`src/rtl/traffic_pkg.sv`:
```
// -----------------------------------------------------------------------------
// traffic_pkg
//   Shared definitions for the two-road intersection controller.
//   - Lamp codes driven onto Alight / Blight.
//   - Controller state codes; these values also appear on the phase output.
//   - dur_ok(): elaboration-time check that a phase duration is usable with a
//     given counter width. The counter holds duration-1, so a duration of
//     exactly 2^CNT_W is still legal.
// -----------------------------------------------------------------------------
package traffic_pkg;

  // Lamp encoding, identical for both roads
  localparam logic [1:0] GREEN  = 2'b00;
  localparam logic [1:0] YELLOW = 2'b01;
  localparam logic [1:0] RED    = 2'b10;
  localparam logic [1:0] OFF    = 2'b11;

  // Controller states. Code 7 is unused and is recovered to RED_BA.
  typedef enum logic [2:0] {
    A_GRN  = 3'd0,
    A_YEL  = 3'd1,
    RED_AB = 3'd2,
    B_GRN  = 3'd3,
    B_YEL  = 3'd4,
    RED_BA = 3'd5,
    FLASH  = 3'd6
  } state_t;

  // True when a duration is at least one cycle and duration-1 fits in cnt_w bits
  function automatic bit dur_ok(input int unsigned dur, input int unsigned cnt_w);
    longint unsigned limit;
    limit = longint'(1) << cnt_w;
    return (dur >= 1) && (longint'(dur) <= limit);
  endfunction

endpackage

```
`src/rtl/traffic_light_ctrl_phase_timer.sv`:
```
// -----------------------------------------------------------------------------
// phase_timer
//   Loadable down-counter used for every timed interval of the controller,
//   both the phase durations and the flash blink half-period.
//   The count stops at zero instead of wrapping, so a phase that is allowed to
//   rest (main-road green with no demand) simply sits with expired=1.
//
// Ports
//   clk       in   system clock, rising edge
//   rst       in   synchronous active-high reset, loads RST_VAL
//   load      in   load load_val this cycle (takes priority over counting)
//   load_val  in   value to load, normally duration-1
//   expired   out  counter is zero (last cycle of the current interval)
// -----------------------------------------------------------------------------
module phase_timer #(
  parameter int               CNT_W   = 8,
  parameter logic [CNT_W-1:0] RST_VAL = '0
) (
  input  logic             clk,
  input  logic             rst,
  input  logic             load,
  input  logic [CNT_W-1:0] load_val,
  output logic             expired
);

  logic [CNT_W-1:0] cnt;

  always_ff @(posedge clk) begin
    if (rst) begin
      cnt <= RST_VAL;
    end else if (load) begin
      cnt <= load_val;
    end else if (cnt != '0) begin
      cnt <= cnt - CNT_W'(1);
    end
  end

  assign expired = (cnt == '0);

endmodule

```
`src/rtl/traffic_light_ctrl.sv`:
```
// -----------------------------------------------------------------------------
// traffic_light_ctrl
//   Two-road intersection controller. Road A is the main road and rests in
//   green; road B (side road) is served only on demand. Every change of right
//   of way passes through a yellow and an all-red clearance interval. A
//   pedestrian request forces a side-road service with the walk signal lit
//   for the whole B green. Fail-safe flash (A blinks yellow, B blinks red) is
//   entered and left only through all-red, so a green is never cut short.
//
// Ports
//   clk       in   system clock, rising edge
//   rst       in   synchronous active-high reset
//   b_req     in   side-road vehicle demand (pre-synchronised)
//   ped_req   in   pedestrian button (pre-synchronised)
//   flash     in   fail-safe flash request (level)
//   Alight    out  road A lamp: 00 green, 01 yellow, 10 red, 11 off
//   Blight    out  road B lamp, same encoding
//   ped_walk  out  walk signal for pedestrians crossing road A
//   phase     out  current state code (debug/status)
//
// Handshake note: b_req and ped_req are plain level/pulse inputs with no
// acknowledge. Any cycle in which one is high is remembered until the side
// road is next served; a request present on the very edge that enters B green
// is treated as served by that green.
// -----------------------------------------------------------------------------
module traffic_light_ctrl
  import traffic_pkg::*;
#(
  parameter int GREEN_CYCLES  = 8,
  parameter int YELLOW_CYCLES = 3,
  parameter int ALLRED_CYCLES = 2,
  parameter int FLASH_CYCLES  = 4,
  parameter int CNT_W         = 8
) (
  input  logic       clk,
  input  logic       rst,
  input  logic       b_req,
  input  logic       ped_req,
  input  logic       flash,
  output logic [1:0] Alight,
  output logic [1:0] Blight,
  output logic       ped_walk,
  output logic [2:0] phase
);

  // ---------------------------------------------------------------------------
  // Parameter sanity
  // ---------------------------------------------------------------------------
  if (!dur_ok(GREEN_CYCLES, CNT_W)) begin : g_bad_green
    $error("GREEN_CYCLES must be >= 1 and <= 2**CNT_W");
  end
  if (!dur_ok(YELLOW_CYCLES, CNT_W)) begin : g_bad_yellow
    $error("YELLOW_CYCLES must be >= 1 and <= 2**CNT_W");
  end
  if (!dur_ok(ALLRED_CYCLES, CNT_W)) begin : g_bad_allred
    $error("ALLRED_CYCLES must be >= 1 and <= 2**CNT_W");
  end
  if (!dur_ok(FLASH_CYCLES, CNT_W)) begin : g_bad_flash
    $error("FLASH_CYCLES must be >= 1 and <= 2**CNT_W");
  end

  // Timer load values: an interval of N cycles starts at N-1 and ends at 0
  localparam logic [CNT_W-1:0] G_LD  = CNT_W'(GREEN_CYCLES - 1);
  localparam logic [CNT_W-1:0] Y_LD  = CNT_W'(YELLOW_CYCLES - 1);
  localparam logic [CNT_W-1:0] AR_LD = CNT_W'(ALLRED_CYCLES - 1);
  localparam logic [CNT_W-1:0] F_LD  = CNT_W'(FLASH_CYCLES - 1);

  // ---------------------------------------------------------------------------
  // Declarations
  // ---------------------------------------------------------------------------
  state_t           state_q;
  state_t           state_d;

  logic             tmr_load;
  logic [CNT_W-1:0] tmr_val;
  logic             tmr_exp;

  logic             b_pend;      // side road owes a service
  logic             ped_pend;    // that service must include a walk
  logic             walk_act;    // walk granted for the current B green
  logic             blink_lit;   // flash half-period: 1 lit, 0 dark
  logic             blink_toggle;
  logic             enter_b_grn;
  logic             enter_flash;

  // ---------------------------------------------------------------------------
  // Shared interval timer
  // ---------------------------------------------------------------------------
  phase_timer #(
    .CNT_W   (CNT_W),
    .RST_VAL (G_LD)
  ) u_timer (
    .clk      (clk),
    .rst      (rst),
    .load     (tmr_load),
    .load_val (tmr_val),
    .expired  (tmr_exp)
  );

  // ---------------------------------------------------------------------------
  // FSM process 1: state register
  // ---------------------------------------------------------------------------
  always_ff @(posedge clk) begin
    if (rst) begin
      state_q <= A_GRN;
    end else begin
      state_q <= state_d;
    end
  end

  // ---------------------------------------------------------------------------
  // FSM process 2: next state and timer load
  // The timer is reloaded on every phase change; otherwise it counts down and
  // parks at zero, which is how A green rests when nobody is waiting.
  // ---------------------------------------------------------------------------
  always_comb begin
    state_d      = state_q;
    tmr_load     = 1'b0;
    tmr_val      = G_LD;
    blink_toggle = 1'b0;
    case (state_q)
      A_GRN: begin
        if (tmr_exp && b_pend) begin
          state_d  = A_YEL;
          tmr_load = 1'b1;
          tmr_val  = Y_LD;
        end
      end
      A_YEL: begin
        if (tmr_exp) begin
          state_d  = RED_AB;
          tmr_load = 1'b1;
          tmr_val  = AR_LD;
        end
      end
      RED_AB: begin
        if (tmr_exp) begin
          tmr_load = 1'b1;
          if (flash) begin
            state_d = FLASH;
            tmr_val = F_LD;
          end else begin
            state_d = B_GRN;
            tmr_val = G_LD;
          end
        end
      end
      B_GRN: begin
        if (tmr_exp) begin
          state_d  = B_YEL;
          tmr_load = 1'b1;
          tmr_val  = Y_LD;
        end
      end
      B_YEL: begin
        if (tmr_exp) begin
          state_d  = RED_BA;
          tmr_load = 1'b1;
          tmr_val  = AR_LD;
        end
      end
      RED_BA: begin
        if (tmr_exp) begin
          tmr_load = 1'b1;
          if (flash) begin
            state_d = FLASH;
            tmr_val = F_LD;
          end else begin
            state_d = A_GRN;
            tmr_val = G_LD;
          end
        end
      end
      FLASH: begin
        // Leaving flash always goes through a full all-red clearance
        if (!flash) begin
          state_d  = RED_BA;
          tmr_load = 1'b1;
          tmr_val  = AR_LD;
        end else if (tmr_exp) begin
          tmr_load     = 1'b1;
          tmr_val      = F_LD;
          blink_toggle = 1'b1;
        end
      end
      default: begin
        // Unused code: recover via all-red toward the main road
        state_d  = RED_BA;
        tmr_load = 1'b1;
        tmr_val  = AR_LD;
      end
    endcase
  end

  assign enter_b_grn = (state_q != B_GRN) && (state_d == B_GRN);
  assign enter_flash = (state_q != FLASH) && (state_d == FLASH);

  // ---------------------------------------------------------------------------
  // Demand latches and blink phase
  // A pedestrian request implies a side-road service. Both latches clear on the
  // edge that starts B green, and the walk grant is captured on that edge so a
  // button press landing exactly then still gets its walk.
  // ---------------------------------------------------------------------------
  always_ff @(posedge clk) begin
    if (rst) begin
      b_pend    <= 1'b0;
      ped_pend  <= 1'b0;
      walk_act  <= 1'b0;
      blink_lit <= 1'b1;
    end else begin
      if (enter_b_grn) begin
        b_pend   <= 1'b0;
        ped_pend <= 1'b0;
        walk_act <= ped_pend | ped_req;
      end else begin
        b_pend   <= b_pend | b_req | ped_req;
        ped_pend <= ped_pend | ped_req;
      end

      // Flash always starts with a lit half-period
      if (enter_flash) begin
        blink_lit <= 1'b1;
      end else if (blink_toggle) begin
        blink_lit <= ~blink_lit;
      end
    end
  end

  // ---------------------------------------------------------------------------
  // FSM process 3: Moore output decode
  // ---------------------------------------------------------------------------
  always_comb begin
    Alight   = RED;
    Blight   = RED;
    ped_walk = 1'b0;
    case (state_q)
      A_GRN: begin
        Alight = GREEN;
        Blight = RED;
      end
      A_YEL: begin
        Alight = YELLOW;
        Blight = RED;
      end
      B_GRN: begin
        Alight   = RED;
        Blight   = GREEN;
        ped_walk = walk_act;
      end
      B_YEL: begin
        Alight = RED;
        Blight = YELLOW;
      end
      FLASH: begin
        Alight = blink_lit ? YELLOW : OFF;
        Blight = blink_lit ? RED    : OFF;
      end
      default: begin
        // RED_AB, RED_BA and the unused code show all-red
        Alight = RED;
        Blight = RED;
      end
    endcase
  end

  assign phase = state_q;

endmodule

```
`config.mk`:
```
export PLATFORM = sky130hd
export DESIGN_NAME = traffic_light_ctrl
export DESIGN_NICKNAME = d
export VERILOG_FILES = /design/src/rtl/traffic_pkg.sv /design/src/rtl/traffic_light_ctrl_phase_timer.sv /design/src/rtl/traffic_light_ctrl.sv
export SDC_FILE = /design/constraint.sdc
export NUM_CORES = 1
export LEC_CHECK = 0
export ABC_AREA = 0
export CAP_MARGIN = 0
export CORE_UTILIZATION = 55
export DETAILED_ROUTE_END_ITERATION = 7
export PLACE_DENSITY_LB_ADDON = 0.25
export SETUP_SLACK_MARGIN = 0.02
export SLEW_MARGIN = 20
export SYNTH_ARGS = -nofsm -noshare
export SYNTH_HDL_FRONTEND = slang
export SYNTH_SLANG_ARGS = --single-unit
export TNS_END_PERCENT = 20
```
`constraint.sdc`:
```
create_clock -name clk -period 4.7 [get_ports clk]
set_input_delay 0.94 -clock clk [delete_from_list [all_inputs] [get_ports clk]]
set_output_delay 0.94 -clock clk [all_outputs]
set_load 0.01 [all_outputs]
```
# Yosys cells after proc, flatten, opt, wreduce, memory -nomap -nowiden
# Cells that the tools add are included.
# W data, S select, Z words.
[word_totals]
word_cells = 64
output_inout_bits = 8
ff_bits = 15
[classes]
eq_ne = 10
n_reduce_logical = 12
mux = 31
n_bitwise = 4
addsub = 1
[ops]
columns = ["cell", "count"]
rows = [
  ["$mux W3", 15],
  ["$pmux W8 S5", 1],
  ["$mux W8", 3],
  ["$pmux W3 S7", 1],
  ["$eq A3 B3 Y1 const B", 4],
  ["$pmux W2 S3", 2],
  ["$eq A3 B2 Y1 const B", 3],
  ["$logic_not A8 Y1", 1],
  ["$reduce_bool A8 Y1", 1],
  ["$reduce_or A2 Y1", 4],
  ["$sub A8 B1 Y8 const B", 1],
  ["$mux W1", 7],
  ["$reduce_or A5 Y1", 1],
  ["$eq A3 B1 Y1 const B", 1],
  ["$logic_and A1 B1 Y1", 3],
  ["$logic_not A3 Y1", 1],
  ["$ne A3 B2 Y1 const B", 1],
  ["$ne A3 B3 Y1 const B", 1],
  ["$or A1 B1 Y1", 3],
  ["$pmux W1 S3", 1],
  ["$mux W2", 1],
  ["$reduce_bool A2 Y1", 1],
  ["$not A1 Y1", 1],
]

# Logic depth before layout (Yosys ltp)
[depth]
ltp_word = 7
ltp_mapped = 7
depth_no_buf = 6

# Modules after synthesis
# Synthesis repeated with hierarchy kept, for this count alone.
[unflattened]
cells_unflattened = 122
hier_area_um2 = 973.4
[by_module_without_submodules]
columns = ["mod", "instances", "cells_each", "seq_area_each_um2", "area_each_um2"]
rows = [
  ["traffic_light_ctrl", 1, 71, 140.1, 531.8],
  ["phase_timer", 1, 51, 160.2, 441.7],
]

# Least setup slack after synthesis
# No wires, ideal clock.
[synth_timing]
kind = "register to output"
start = "reg state_q[1], in the netlist phase[1]"
end = "out ped_walk"
path_slack_ns = 2.581
n_path_buf = 1
path_stages_with_launch = 4
arrival_ns = 1.179
path_cell_list = "dfxtp_1 -> clkbuf_1 -> nand2_1 -> nor3b_1"
[synth_between]
elab_chain_cells = 2
[synth_lines]
columns = ["element", "line", "source"]
rows = [
  ["from (decl)", "traffic_light_ctrl.sv:71", "state_t state_q;"],
  ["from (signal assigned)", "traffic_light_ctrl.sv:107", "state_q <= state_d;"],
  ["$eq A3 B2 Y1", "traffic_light_ctrl.sv:236", "case (state_q)"],
  ["$mux W1", "traffic_light_ctrl.sv:236", ""],
  ["to (decl)", "traffic_light_ctrl.sv:42", "output logic ped_walk,"],
]
# No other way between the ends.

# Worst setup path in the final report
[layout_timing]
start = "reg state_q[1], in the netlist phase[1]"
end = "out Alight[0]"
[layout_between]
elab_chain_cells = 2
word_cells_on_any_way = 4
[layout_lines]
columns = ["element", "line", "source"]
rows = [
  ["$eq A3 B3 Y1 (tied with other cells)", "traffic_light_ctrl.sv:236", ""],
  ["$pmux W2 S3 (*)", "traffic_light_ctrl.sv:236", ""],
  ["to (decl)", "traffic_light_ctrl.sv:40", "output logic [1:0] Alight,"],
]
# Every way passes the cells marked *; elsewhere a longest branch is shown, timed or not.

==> summary.md <==
| Metric | Value |
|---|---|
| Outcome | completed |
| Net count, final | 132 |
| Max incr delay on CP | 0.60 ns |
| Fin cells | 141 |
| Slowest CP cell | dfxtp_1 |
| Final ANT Viol Nets | 0 |
| Top FF cell, synth | dfxtp_1 |
| Max Slew Vio Count | 0 |
| Fin. Hold Viols | 0 |
| Gpl congestion | 0.8951 |
| Sinks on Clock Net | 15 |
| Switching share of total power | 0.2499 |
| WS Path Type | flip-flop to primary output |
| Die area | 0.001766 mm² |
| Residual DRC | 0 |
| Worst-Skew Late Latency | 0.29 ns |
| CP endpoint kind | primary output |
| Worst R2R End | u_timer.cnt[0] |
| Hold WC Path Type | flip-flop to flip-flop |
| Port buffer count | 12 |
| Final critical-path share of the clock period | 0.6055 |
| Worst R2R Start | u_timer.cnt[0] |
| First-iteration detailed-routing DRC count | 23 |
| Fin Hold WS | 0.5060 ns |
| CP Cell Sequence | nor2b_1 -> mux2_2 -> clkdlybuf4s50_1 |
| Critical Path AT | 1.91 ns |
| Hold_buf cts | 0 |
| Cell Pwr Density | 227.1 mW/mm² |
| Final setup vio count | 0 |
| WHS Path Cells | 2 |
| Cts repair resizes | 0 |
| GRT Util Overall | 0.2550 |
| Synth cell count leaders | 19 x nor2_1, 15 x dfxtp_1, 9 x nor3_1 |
| First-pass GRT wire length | 3463 µm |
| H-tree levels | 1 |
| Pleak | 0.3944 nW |
| IO Pins | 13 |
| Synth Register Bits | 15 |
| Vias/cell | 6.035 |
| Vias in the first global route | 809 |
| Clock power frac | 0.327 |
| Worst r2r path cells | 6 |
| Largest area contributor in the netlist | dfxtp_1 |
| Req. time, crit path | 3.76 ns |
| Grt ovf | 0 |
| Peak supply drop | 0.1870 mV |
| Synthesized area per cell | 7.660 µm² |
| Max-cap violations | 0 |
| Peak Freq | 351.4 MHz |
| Total Power | 0.2327 mW |
| P&R area growth vs syn | 16.33% |
| Initial antenna violation count | 0 |
| Measured slew at the worst slew-check pin | 0.4756 ns |
| Ratio of cells with drive above 1 in the final layout | 0.05600 |
| Int Pwr | 0.1745 mW |
| Fill cells | 139 |
| DRT Wirelength | 1948 µm |
| TritonCTS clock tree | yes |
| Critical path launch point type | flip-flop |
| Hold endpoint | walk_act |
| Core region area | 0.001506 mm² |
| Number of flops mapped to enable cells by yosys | 0 |
| Post-synth top area share | 0.3409 |
| Combinational group share of total power | 0.094 |
| Drt wl/cell | 13.82 µm |
| Post-synth ARST share | 0 |
| Hold path start | walk_act |
| Sw power | 0.05815 mW |
| FF-to-FF setup slack | 2.88 ns |
| RSZ-0062 raised after global routing | no |
| Clock-pin transition on the worst setup and hold timing paths | 0.09 ns |
| Routed vias | 851 |
| CP max FO | 15 |
| Synth cell types | 33 |
| DP Cell Count | 137 |
| # diodes | 0 |
| Num rows | 14 |
| Setup Buffers After CTS | 0 |
| Synthesis warning total | 0 |
| Max_slew headroom | 0.6803 |
| CTS Buf Count | 3 |
| Top post-synthesis cells by area | dfxtp_1 34%, nor2_1 8.1%, nor3_1 5.1%, a211oi_1 5.1%, a21oi_1 3.4% |
| Die X | 42.02 µm |
| Top-count cell post-synth | nor2_1 |
| Syn Inst Count | 115 |
| Pin count of the biggest net entering global routing | 16 |
| Synth Cell Area | 880.8 µm² |
| Clk root buf | clkbuf_4 |
| Sequential Power Share | 0.578 |
| DIE HEIGHT | 42.02 µm |
| Setup TNS | 0 ns |
| Final min period | 2.846 ns |
| Starting density of the core | 0.5847 |
| Clock Skews | 0.006392 ns |
| Clock buffer depth | 2 |
| Crit-path leading delay family | flip-flops |
| Area of the multi-input gates | 539.3 µm² |
| Register area | 300.3 µm² |
| Worst path buffer plus inverter count | 1 |
| Drt pass-1 iters | 4 |
| Share of the yosys chip area belonging to registers | 0.3409 |
| DP Wirelength | 1359 µm |
| Syn_nets | 121 |
[registers in the layout, summed over array words and instances (netlist names)]
name         count
phase            3
ped_pend         1
blink_lit        1
walk_act         1
b_pend           1
u_timer.cnt      8
[logic make-up after synthesis]
| kind of cell | share of synthesized area |
|---|---|
| muxes | 0.04688 |
| xor gates and xnor gates | 0.02983 |
| AOI/OAI and AO/OA | 0.1960 |
| and+or+nand+nor | 0.3253 |
| adders and majority gates | 0.01420 |
| DFF | 0.3409 |
| buffers and inverters | 0.04688 |
[cell type report]
class / count / area share
Multi-Input combinational cell: 89 / 0.5263
Tap cell: 16 / 0.01954
Sequential cell: 15 / 0.2930
Timing Repair Buffer: 12 / 0.1172
Inverter: 5 / 0.01832
Clock buffer: 4 / 0.02564
[stage by stage]
step | setup slack, ns | utilization | instance area (µm²)
global placement | 2.236 | 0.6628 | 998.5
detailed placement | 2.183 | 0.6628 | 998.5
floorplan | 2.581 | - | 880.8
global route | 1.760 | 0.6802 | 1025
CTS | 1.868 | 0.6802 | 1025
finish | 1.854 | 0.6802 | 1025
[worst max-delay path by stage]
stage,startpoint,to,cells past startpoint,slack [ns]
after floorplan,phase[1],ped_walk,3,2.58
after CTS,phase[1],Alight[0],3,1.87
after detailed placement,phase[1],Alight[0],3,2.18
after global placement,phase[1],Alight[0],3,2.24
after global routing,phase[1],Alight[0],3,1.76
final,phase[1],Alight[0],3,1.85
[power groups by stage]
stage	sequential (mW)	clock [mW]	combinational [mW]
after detailed placement	0.137	0	0.0215
after floorplan	0.136	0	0.0154
after CTS	0.135	0.0775	0.0218
after global routing	0.135	0.0826	0.0249
after global placement	0.137	0	0.0213
final	0.135	0.0762	0.0219
[placed cells by master, fill, tap and decap left out, drive strengths merged, types with 4 or more instances in the layout]
cell type      Yosys  final
o21ai              6      6
dfxtp             15     15
a211oi             6      6
a21oi              6      6
nor2b              4      4
inv                5      5
clkbuf             6      4
nand2              5      5
nor3               9      9
clkdlybuf4s50      0     12
nor2              19     19
[worst reg2reg max path, stage by stage, from the launching register on]
cell and delay, ns:
dfxtp_1 0.34, inv_1 0.08, ha_1 0.21, nor3b_1 0.42, nand2_1 0.28, a211oi_1 0.28, o21bai_1 0.10
[routing by layer]
metal | vias up | wire length, µm | track usage
li1 | 431 | - | -
met1 | 377 | 901 | 0.3207
met2 | 39 | 888 | 0.4188
met3 | 4 | 130 | 0.05172
met4 | 0 | 27 | 0.1188
met5 | - | 0 | 0
(Power assumes the default switching activity.)
